### src/rtl/rot_transform_seq.sv
// rtl/rot_transform_seq.sv - sequential 2-D rotation by k*45 deg using one shared shift-add multiplier
module rot_transform_seq #(
    parameter int W    = 16,
    parameter int FRAC = 13
) (
    input  logic                clk,
    input  logic                rst,
    input  logic                start,
    input  logic                mode,
    input  logic [2:0]          angle,
    input  logic signed [W-1:0] x_in,
    input  logic signed [W-1:0] y_in,
    input  logic signed [W-1:0] z_in,
    output logic signed [W-1:0] x_out,
    output logic signed [W-1:0] y_out,
    output logic signed [W-1:0] z_out,
    output logic                busy,
    output logic                done,
    output logic                sat
);

    // product width (exact W x 16 signed) and sum width (one guard bit)
    localparam int PW = W + 16;
    localparam int SW = W + 17;
    localparam logic signed [SW-1:0] MAX_V    = SW'((64'sd1 <<< (W - 1)) - 64'sd1);
    localparam logic signed [SW-1:0] MIN_V    = ~MAX_V;
    localparam logic signed [SW-1:0] RND_HALF = SW'(64'sd1 <<< (FRAC - 1));

    typedef enum logic [1:0] {IDLE, MUL, SUM} state_t;

    state_t state_q, state_d;

    logic signed [W-1:0]  x_q, y_q, z_q;
    logic [2:0]           ang_q;
    logic                 mode_q;
    logic [1:0]           idx_q;
    logic [3:0]           bit_q;
    logic signed [PW-1:0] acc_q;
    logic signed [PW-1:0] p_xc, p_ys, p_xs, p_yc;

    logic signed [15:0]   coef_c, coef_s, mul_b;
    logic signed [W-1:0]  mul_a;
    logic signed [PW-1:0] a_ext, partial, acc_base, acc_sum;
    logic signed [SW-1:0] sum_x, sum_y, rnd_x, rnd_y;
    logic signed [W-1:0]  res_x, res_y;
    logic                 clip_x, clip_y;

    function automatic logic signed [15:0] lut_cos(input logic [2:0] k);
        case (k)
            3'd0:    lut_cos = 16'sd8192;
            3'd1:    lut_cos = 16'sd5793;
            3'd2:    lut_cos = 16'sd0;
            3'd3:    lut_cos = -16'sd5793;
            3'd4:    lut_cos = -16'sd8192;
            3'd5:    lut_cos = -16'sd5793;
            3'd6:    lut_cos = 16'sd0;
            default: lut_cos = 16'sd5793;
        endcase
    endfunction

    function automatic logic signed [15:0] lut_sin(input logic [2:0] k);
        case (k)
            3'd0:    lut_sin = 16'sd0;
            3'd1:    lut_sin = 16'sd5793;
            3'd2:    lut_sin = 16'sd8192;
            3'd3:    lut_sin = 16'sd5793;
            3'd4:    lut_sin = 16'sd0;
            3'd5:    lut_sin = -16'sd5793;
            3'd6:    lut_sin = -16'sd8192;
            default: lut_sin = -16'sd5793;
        endcase
    endfunction

    // operand selection and one shift-add step; bit 15 of the coefficient carries negative weight
    always_comb begin
        coef_c   = lut_cos(ang_q);
        coef_s   = mode_q ? -lut_sin(ang_q) : lut_sin(ang_q);
        mul_a    = idx_q[0] ? y_q : x_q;
        mul_b    = (idx_q == 2'd0 || idx_q == 2'd3) ? coef_c : coef_s;
        a_ext    = {{16{mul_a[W-1]}}, mul_a};
        partial  = mul_b[bit_q] ? (a_ext <<< bit_q) : '0;
        acc_base = (bit_q == 4'd0) ? '0 : acc_q;
        acc_sum  = (bit_q == 4'd15) ? (acc_base - partial) : (acc_base + partial);
    end

    // final combine, round half up and clip to the output range
    always_comb begin
        sum_x  = {p_xc[PW-1], p_xc} - {p_ys[PW-1], p_ys};
        sum_y  = {p_xs[PW-1], p_xs} + {p_yc[PW-1], p_yc};
        rnd_x  = (sum_x + RND_HALF) >>> FRAC;
        rnd_y  = (sum_y + RND_HALF) >>> FRAC;
        clip_x = (rnd_x > MAX_V) || (rnd_x < MIN_V);
        clip_y = (rnd_y > MAX_V) || (rnd_y < MIN_V);
        res_x  = (rnd_x > MAX_V) ? MAX_V[W-1:0] : (rnd_x < MIN_V) ? MIN_V[W-1:0] : rnd_x[W-1:0];
        res_y  = (rnd_y > MAX_V) ? MAX_V[W-1:0] : (rnd_y < MIN_V) ? MIN_V[W-1:0] : rnd_y[W-1:0];
    end

    // next-state logic: four 16-step products, then one combine cycle
    always_comb begin
        state_d = state_q;
        case (state_q)
            IDLE:    if (start) state_d = MUL;
            MUL:     if (bit_q == 4'd15 && idx_q == 2'd3) state_d = SUM;
            SUM:     state_d = IDLE;
            default: state_d = IDLE;
        endcase
    end

    // state register
    always_ff @(posedge clk) begin
        if (rst) state_q <= IDLE;
        else     state_q <= state_d;
    end

    // operand capture, multiplier iteration and result registers
    always_ff @(posedge clk) begin
        if (rst) begin
            x_q    <= '0;
            y_q    <= '0;
            z_q    <= '0;
            ang_q  <= '0;
            mode_q <= 1'b0;
            idx_q  <= '0;
            bit_q  <= '0;
            acc_q  <= '0;
            p_xc   <= '0;
            p_ys   <= '0;
            p_xs   <= '0;
            p_yc   <= '0;
            x_out  <= '0;
            y_out  <= '0;
            z_out  <= '0;
            sat    <= 1'b0;
            busy   <= 1'b0;
            done   <= 1'b0;
        end else begin
            done <= 1'b0;
            case (state_q)
                IDLE: begin
                    if (start) begin
                        x_q    <= x_in;
                        y_q    <= y_in;
                        z_q    <= z_in;
                        ang_q  <= angle;
                        mode_q <= mode;
                        idx_q  <= '0;
                        bit_q  <= '0;
                        busy   <= 1'b1;
                    end
                end
                MUL: begin
                    acc_q <= acc_sum;
                    bit_q <= bit_q + 4'd1;
                    if (bit_q == 4'd15) begin
                        case (idx_q)
                            2'd0:    p_xc <= acc_sum;
                            2'd1:    p_ys <= acc_sum;
                            2'd2:    p_xs <= acc_sum;
                            default: p_yc <= acc_sum;
                        endcase
                        idx_q <= idx_q + 2'd1;
                    end
                end
                SUM: begin
                    x_out <= res_x;
                    y_out <= res_y;
                    z_out <= z_q;
                    sat   <= clip_x | clip_y;
                    done  <= 1'b1;
                    busy  <= 1'b0;
                end
                default: ;
            endcase
        end
    end

endmodule

### config.mk
export PLATFORM = sky130hd
export DESIGN_NAME = rot_transform_seq
export DESIGN_NICKNAME = d
export VERILOG_FILES = /design/src/rtl/rot_transform_seq.sv
export SDC_FILE = /design/constraint.sdc
export NUM_CORES = 1
export LEC_CHECK = 0
export ABC_AREA = 0
export CORE_ASPECT_RATIO = 0.7
export CORE_MARGIN = 2
export CORE_UTILIZATION = 28
export DETAILED_ROUTE_END_ITERATION = 12
export PLACE_DENSITY = 0.44
export SETUP_SLACK_MARGIN = 0.05
export SYNTH_ARGS = -nofsm -noshare
export SYNTH_HDL_FRONTEND = slang
export SYNTH_SLANG_ARGS = --single-unit
### constraint.sdc
create_clock -name clk -period 9.05 [get_ports clk]
set_input_delay 2.2625 -clock clk [delete_from_list [all_inputs] [get_ports clk]]
set_output_delay 2.2625 -clock clk [all_outputs]
set_load 0.01 [all_outputs]
* Word-level counts from Yosys, hierarchy flattened
Cells that the tools add are included.
** Storage, ports and cells
- Word-level logic and storage cells :: 100
- Flip-flop bits (word level) :: 271
- Bits of input ports :: 55
- Output and inout port bits :: 51
** Operators by class
- Bitwise gates (word level) :: 2
- Mux-type cells :: 25
- Equal/unequal tests :: 15
- Reduce and logical (&&, ||, !) cells :: 24
- $add $sub $neg :: 9
- Shifts and indexed selects :: 1
- Order comparisons :: 5
** Operator list (count)
- 16-bit one-hot mux with 4 select lines :: 2
- 16-bit two-way mux :: 7
- 32-bit two-way mux :: 3
- 33-bit by 14-bit adder with 33-bit output, second input constant :: 2
- 20-bit by 16-bit greater-than comparator with 1-bit output, second input constant :: 2
- 20-bit by 16-bit < comparator with 1-bit output, second input constant :: 2
- 32-bit by 32-bit adder with 33-bit output :: 1
- 32-bit by 32-bit subtractor with 33-bit output :: 1
- 32-bit adder :: 1
- 32-bit by 4-bit <<< shifter with 32-bit output :: 1
- 32-bit subtractor :: 1
- 16-bit negator :: 1
- 3-bit AND reduction :: 5
- 3-bit == test, second input constant :: 3
- 2-bit two-way mux :: 4
- 2-bit one-hot mux with 2 select lines :: 2
- 4-bit one-hot mux with 2 select lines :: 1
- 2-bit AND reduction :: 4
- 2-bit OR reduction :: 4
- 2-bit == test, second input constant :: 3
- 3-bit by 2-bit == test with 1-bit output, second input constant :: 2
- 2-bit != test, second input constant :: 3
- 4-bit by 5-bit < comparator with 1-bit output, second input constant :: 1
- 4-bit by 1-bit adder with 4-bit output, second input constant :: 1
- 17 further kinds :: 24

* Logic depth before layout (Yosys ltp)
- Depth in word-level cells :: 11
- Depth in mapped cells :: 32
- Mapped depth without buffers :: 25

* Worst setup path after synthesis
OpenSTA, ideal clock, no wires.
- Path kind :: register to register
- Start :: register idx_q[0]
- End :: register p_ys[31]
- Library setup time :: 133 ps
- Required time :: 8917 ps
- Cell stages (with the launch flop) :: 33
- Setup slack :: 2396 ps
- Buffers on the path :: 7
- Arrival time :: 6522 ps
- Clock period less this slack :: 6654 ps
- Path through :: dfxtp_1 > buf_2 > buf_4 > buf_2 > inv_1 > ha_1 > buf_2 > mux2i_1 > xnor2_1 > or4_1 > a311o_1 > buf_2 > buf_2 > nand2_1 > nand4_1 > ha_1 > o21ai_0 > nor4_2 > nand3b_1 > nand2_1 > xnor2_1 > ha_1 > clkbuf_1 > and3_1 > a221oi_1 > o21ai_0 > a31oi_1 > nand2_1 > a211oi_1 > nor2_1 > a311oi_1 > xnor2_2 > a21oi_1
** Between the ends
- Cells in the longest elaborated chain, start to end :: 8
- Elaborated cells on any way between the ends :: 14
- Those cells by class :: add/sub: 2; eq/ne: 2; shift: 1; mux: 6; reduce/logical: 3
** Ends and longest elaborated chain
- start: declaration :: line 36 : logic [1:0] idx_q;
- start signal: assignment :: line 161 : idx_q <= idx_q + 2'd1;
- 2-bit == test or 2-bit logical NOT (tied branches) :: line 79 : mul_b = (idx_q == 2'd0 || idx_q == 2'd3) ? coef_c : coef_s;
- 1-bit logical OR :: line 79
- 16-bit two-way mux :: line 79
- 1-bit binary-select mux with 4-bit select :: line 81 : partial = mul_b[bit_q] ? (a_ext <<< bit_q) : '0;
- 1-bit two-way mux (not written as such) :: line 81
- 32-bit two-way mux :: line 81
- 32-bit adder or 32-bit subtractor (tied branches) :: line 83 : acc_sum = (bit_q == 4'd15) ? (acc_base - partial) : (acc_base + partial);
- 32-bit two-way mux :: line 83
- end signal: assignment :: line 157 : 2'd1: p_ys <= acc_sum;
- end: declaration :: line 39 : logic signed [PW-1:0] p_xc, p_ys, p_xs, p_yc;
Several ways; a longest one is shown, not always the timed one. The select of a mux whose other input is x is not followed.
A chain may end at the register's enable or synchronous reset.

* Worst setup path after layout
- Start :: register idx_q[1]
- End :: register p_xc[31]
** Between the ends
- Cells in the longest elaborated chain, start to end :: 8
- Elaborated cells on any way between the ends :: 11
- Those cells by class :: add/sub: 2; eq/ne: 1; mux: 5; reduce/logical: 3
** Ends and longest elaborated chain
- 2-bit == test or 2-bit logical NOT (tied branches) :: line 79, 155
- 1-bit logical OR :: line 79
- 16-bit two-way mux :: line 79
- 1-bit binary-select mux with 4-bit select :: line 81
- 1-bit two-way mux (not written as such) :: line 81
- 32-bit two-way mux :: line 81
- 32-bit adder or 32-bit subtractor (tied branches) :: line 83
- 32-bit two-way mux :: line 83
- end signal: assignment :: line 156 : 2'd0: p_xc <= acc_sum;
- end: declaration :: line 39
Several ways; a longest one is shown, not always the timed one. The select of a mux whose other input is x is not followed.

==> impl_metrics.toml <==
[floorplan]
io_pins = 106
rows = 76
start_util = 0.283
die_w_microns = 302
design.core.area_sq_um = 61500
dieHeight_microns = 213
die-area_sq_um = 64200

[cells_and_area]
nets = 2496
multi_input_area_sq_um = 11200
drive_gt1_frac = 0.0638
diodes = 0
area_growth_pct = 16.5
fill_cells = 6485
finalInstanceArea_sq_um = 20300
regArea_sq_um = 5430

[global_routing]
grt_max_degree = 91
grt_usage = 0.167
antenna_found_initial = 0
grt_overflow = 0
grt_pass1_wl_microns = 86100
grt_pass1_vias = 15400

[detailed_routing]
routed_wl_microns = 53500
drc = 0
drtIter0Drc = 1169
antenna_left = 0
via_per_inst = 5.14
wl_per_cell_microns = 17.1
first_pass_iters = 5
num_vias = 16100

[clock_network]
path_clk_slew_ns = 0.06
htree_levels = 2
cts_setup_buffers = 0
cts_tree = "done"
numCtsBuffers = 34
clock_latency_ns = 0.55
clockBufferDepth = 3
cts_resized = 0
ctsHoldBuffers = 0
cts.sinks = 271
cts-root-buf = "clkbuf_16"

[synth]
ys_seq_area_frac = 0.312
synth_commonest_cells = "nand2_1 (467), a21oi_1 (319), dfxtp_1 (271)"
yosysWarnings = 0
synth.top_cell.area_share = 0.312
syn-cell-area_sq_um = 17400
netlist_instances = 2246
yosysTopAreaCell = "dfxtp_1"
yosys-top-cells-area = "dfxtp_1 (31%), ha_1 (12%), nand2_1 (10%)"
synthFlopType = "dfxtp_1"
ys_seq_elements = 271
synth-edff-count = 0
syn_area_per_cell_sq_um = 7.75
syn-num-nets = 2463
synth.most_common_cell = "nand2_1"
async_flop_share = 0
ys_types = 80

[hold_path]
hp-class = "flip-flop to flip-flop"

[power_and_ir_drop]
p_sw_mw = 1.10
ir_drop_uv = 138
power_density_nw_per_um2 = 167
power_frac_clock = 0.404
swShare = 0.324
sequentialPowerShare = 0.372
power_frac_comb = 0.224
leakagePower_nw = 7.91
power.total_mw = 3.39
p_int_mw = 2.29

[timing]
worst_clock_skew_ns = 0.0363
hold_viol = 0
setup_violations = 0
period_needed_ns = 7.52
rsz0062_at_grt = "false"
finalWorstSetupSlack_ns = 1.53
slew_violations = 0
hold_slack_ns = 0.449
setup_tns_ns = 0
post-route-period-util = 0.831
fmax_ghz = 0.133
slew_headroom = 0.149
worst_pin_slew_ns = 1.28

[placement]
place_ws_ns = 1.66
dp_hpwl_microns = 39100
place.gp.congestion = 0.908
io_buffers = 105
placed_area_sq_um = 19200

[critical_path]
worst_path_largest_cell_delay_ns = 0.63
critical_path_arrival_ns = 7.93
crit_buf_inv = 1
worstPathRequired_ns = 9.45
crit_family = "compound AO/OA/AOI/OAI gates"
endpoint_kind = "flip-flop"
worstSetupPathType = "flip-flop to flip-flop"
cpMaxStageDelayCell = "xnor2_1"
cp_max_fo = 17
worstSetupStartpointType = "flip-flop"

[run]
maxCapViolations = 0

[status]
status = "finished, final reports clean"
==> final timing paths <==
| path | slack (ns) | cells past startpoint | endpoint | start |
|---|---|---|---|---|
| setup / recovery | 1.53 | 25 | p_xc[31]$_SDFFE_PP0P_ | idx_q[1]$_SDFFE_PP0P_ |
| hold / removal | 0.45 | 2 | acc_q[12]$_SDFFE_PP0P_ | acc_q[12]$_SDFFE_PP0P_ |
| setup reg to reg | 1.53 | 25 | p_xc[31]$_SDFFE_PP0P_ | idx_q[1]$_SDFFE_PP0P_ |
| hold reg to reg | 0.45 | 2 | acc_q[12]$_SDFFE_PP0P_ | acc_q[12]$_SDFFE_PP0P_ |
==> layout by cell type, fill, tap and decap left out, types with 36 or more instances in the layout <==
master,synthesis,layout
nand2_1,467,463
a21oi_1,319,319
dfxtp_1,271,271
ha_1,161,161
nor2_1,127,126
clkdlybuf4s50_1,0,104
o21ai_0,94,94
inv_1,73,73
nand3_1,49,49
nor2b_1,47,46
a21o_1,36,36
==> worst min-delay path, stage by stage (launching register included) <==
cell	delay, ns
dfxtp_1	0.30
nand2_1	0.05
a21oi_1	0.05
==> per-stage QoR <==
step,instances,util
2_1_floorplan,2246,-
3_3_place_gp,3062,0.311
3_5_place_dp,3062,0.311
4_1_cts,3123,0.330
5_1_grt,3123,0.330
6_report,3123,0.330
==> power by group through the flow <==
stage / registers (mW) / logic, mW / clock network, mW
detailed placement: 1.28 / 0.759 / 0
CTS: 1.26 / 0.762 / 1.42
global route: 1.26 / 0.837 / 1.46
floorplan: 1.27 / 0.518 / 0
global placement: 1.28 / 0.753 / 0
finish: 1.26 / 0.758 / 1.37
==> area by class of cell <==
cell class	count	share of cell area
multi-input cells	1768	0.552
well taps	819	0.0505
flip-flops and latches	271	0.268
clock inverters	13	0.00716
repair buffers	130	0.0612
clock buffers	48	0.0475
inverters	74	0.0137
==> metal layers <==
metal / vias to the layer above / global-route usage / wire length (microns)
met5: - / 0 / 0
met4: 0 / 0.0362 / 824
met2: 305 / 0.264 / 23300
met3: 48 / 0.0229 / 2250
li1: 8017 / - / -
met1: 7688 / 0.242 / 27200
==> sequential cells by signal (all words and copies together), names as in the netlist <==
signal	count
acc_q	32
p_xc	32
p_xs	32
p_yc	32
p_ys	32
x_out	16
x_q	16
y_out	16
y_q	16
z_out	16
z_q	16
bit_q	4
ang_q	3
idx_q	2
state_q	2
busy	1
done	1
mode_q	1
sat	1
==> cells by family (layout without fill, tap and decap cells) <==
logic type               count (synthesis)  count (layout)  share of synthesized area
XOR/XNOR                                63              63                     0.0321
AO/OA/AOI/OAI                          651             651                      0.227
adder cells (fa/ha/maj)                162             162                      0.117
flip-flops                             271             271                      0.312
AND/OR/NAND/NOR                        828             828                      0.211
buffers and inverters                  207             265                     0.0468
multiplexers                            64              64                     0.0538
Note: power is estimated with default switching activity, not from simulation.
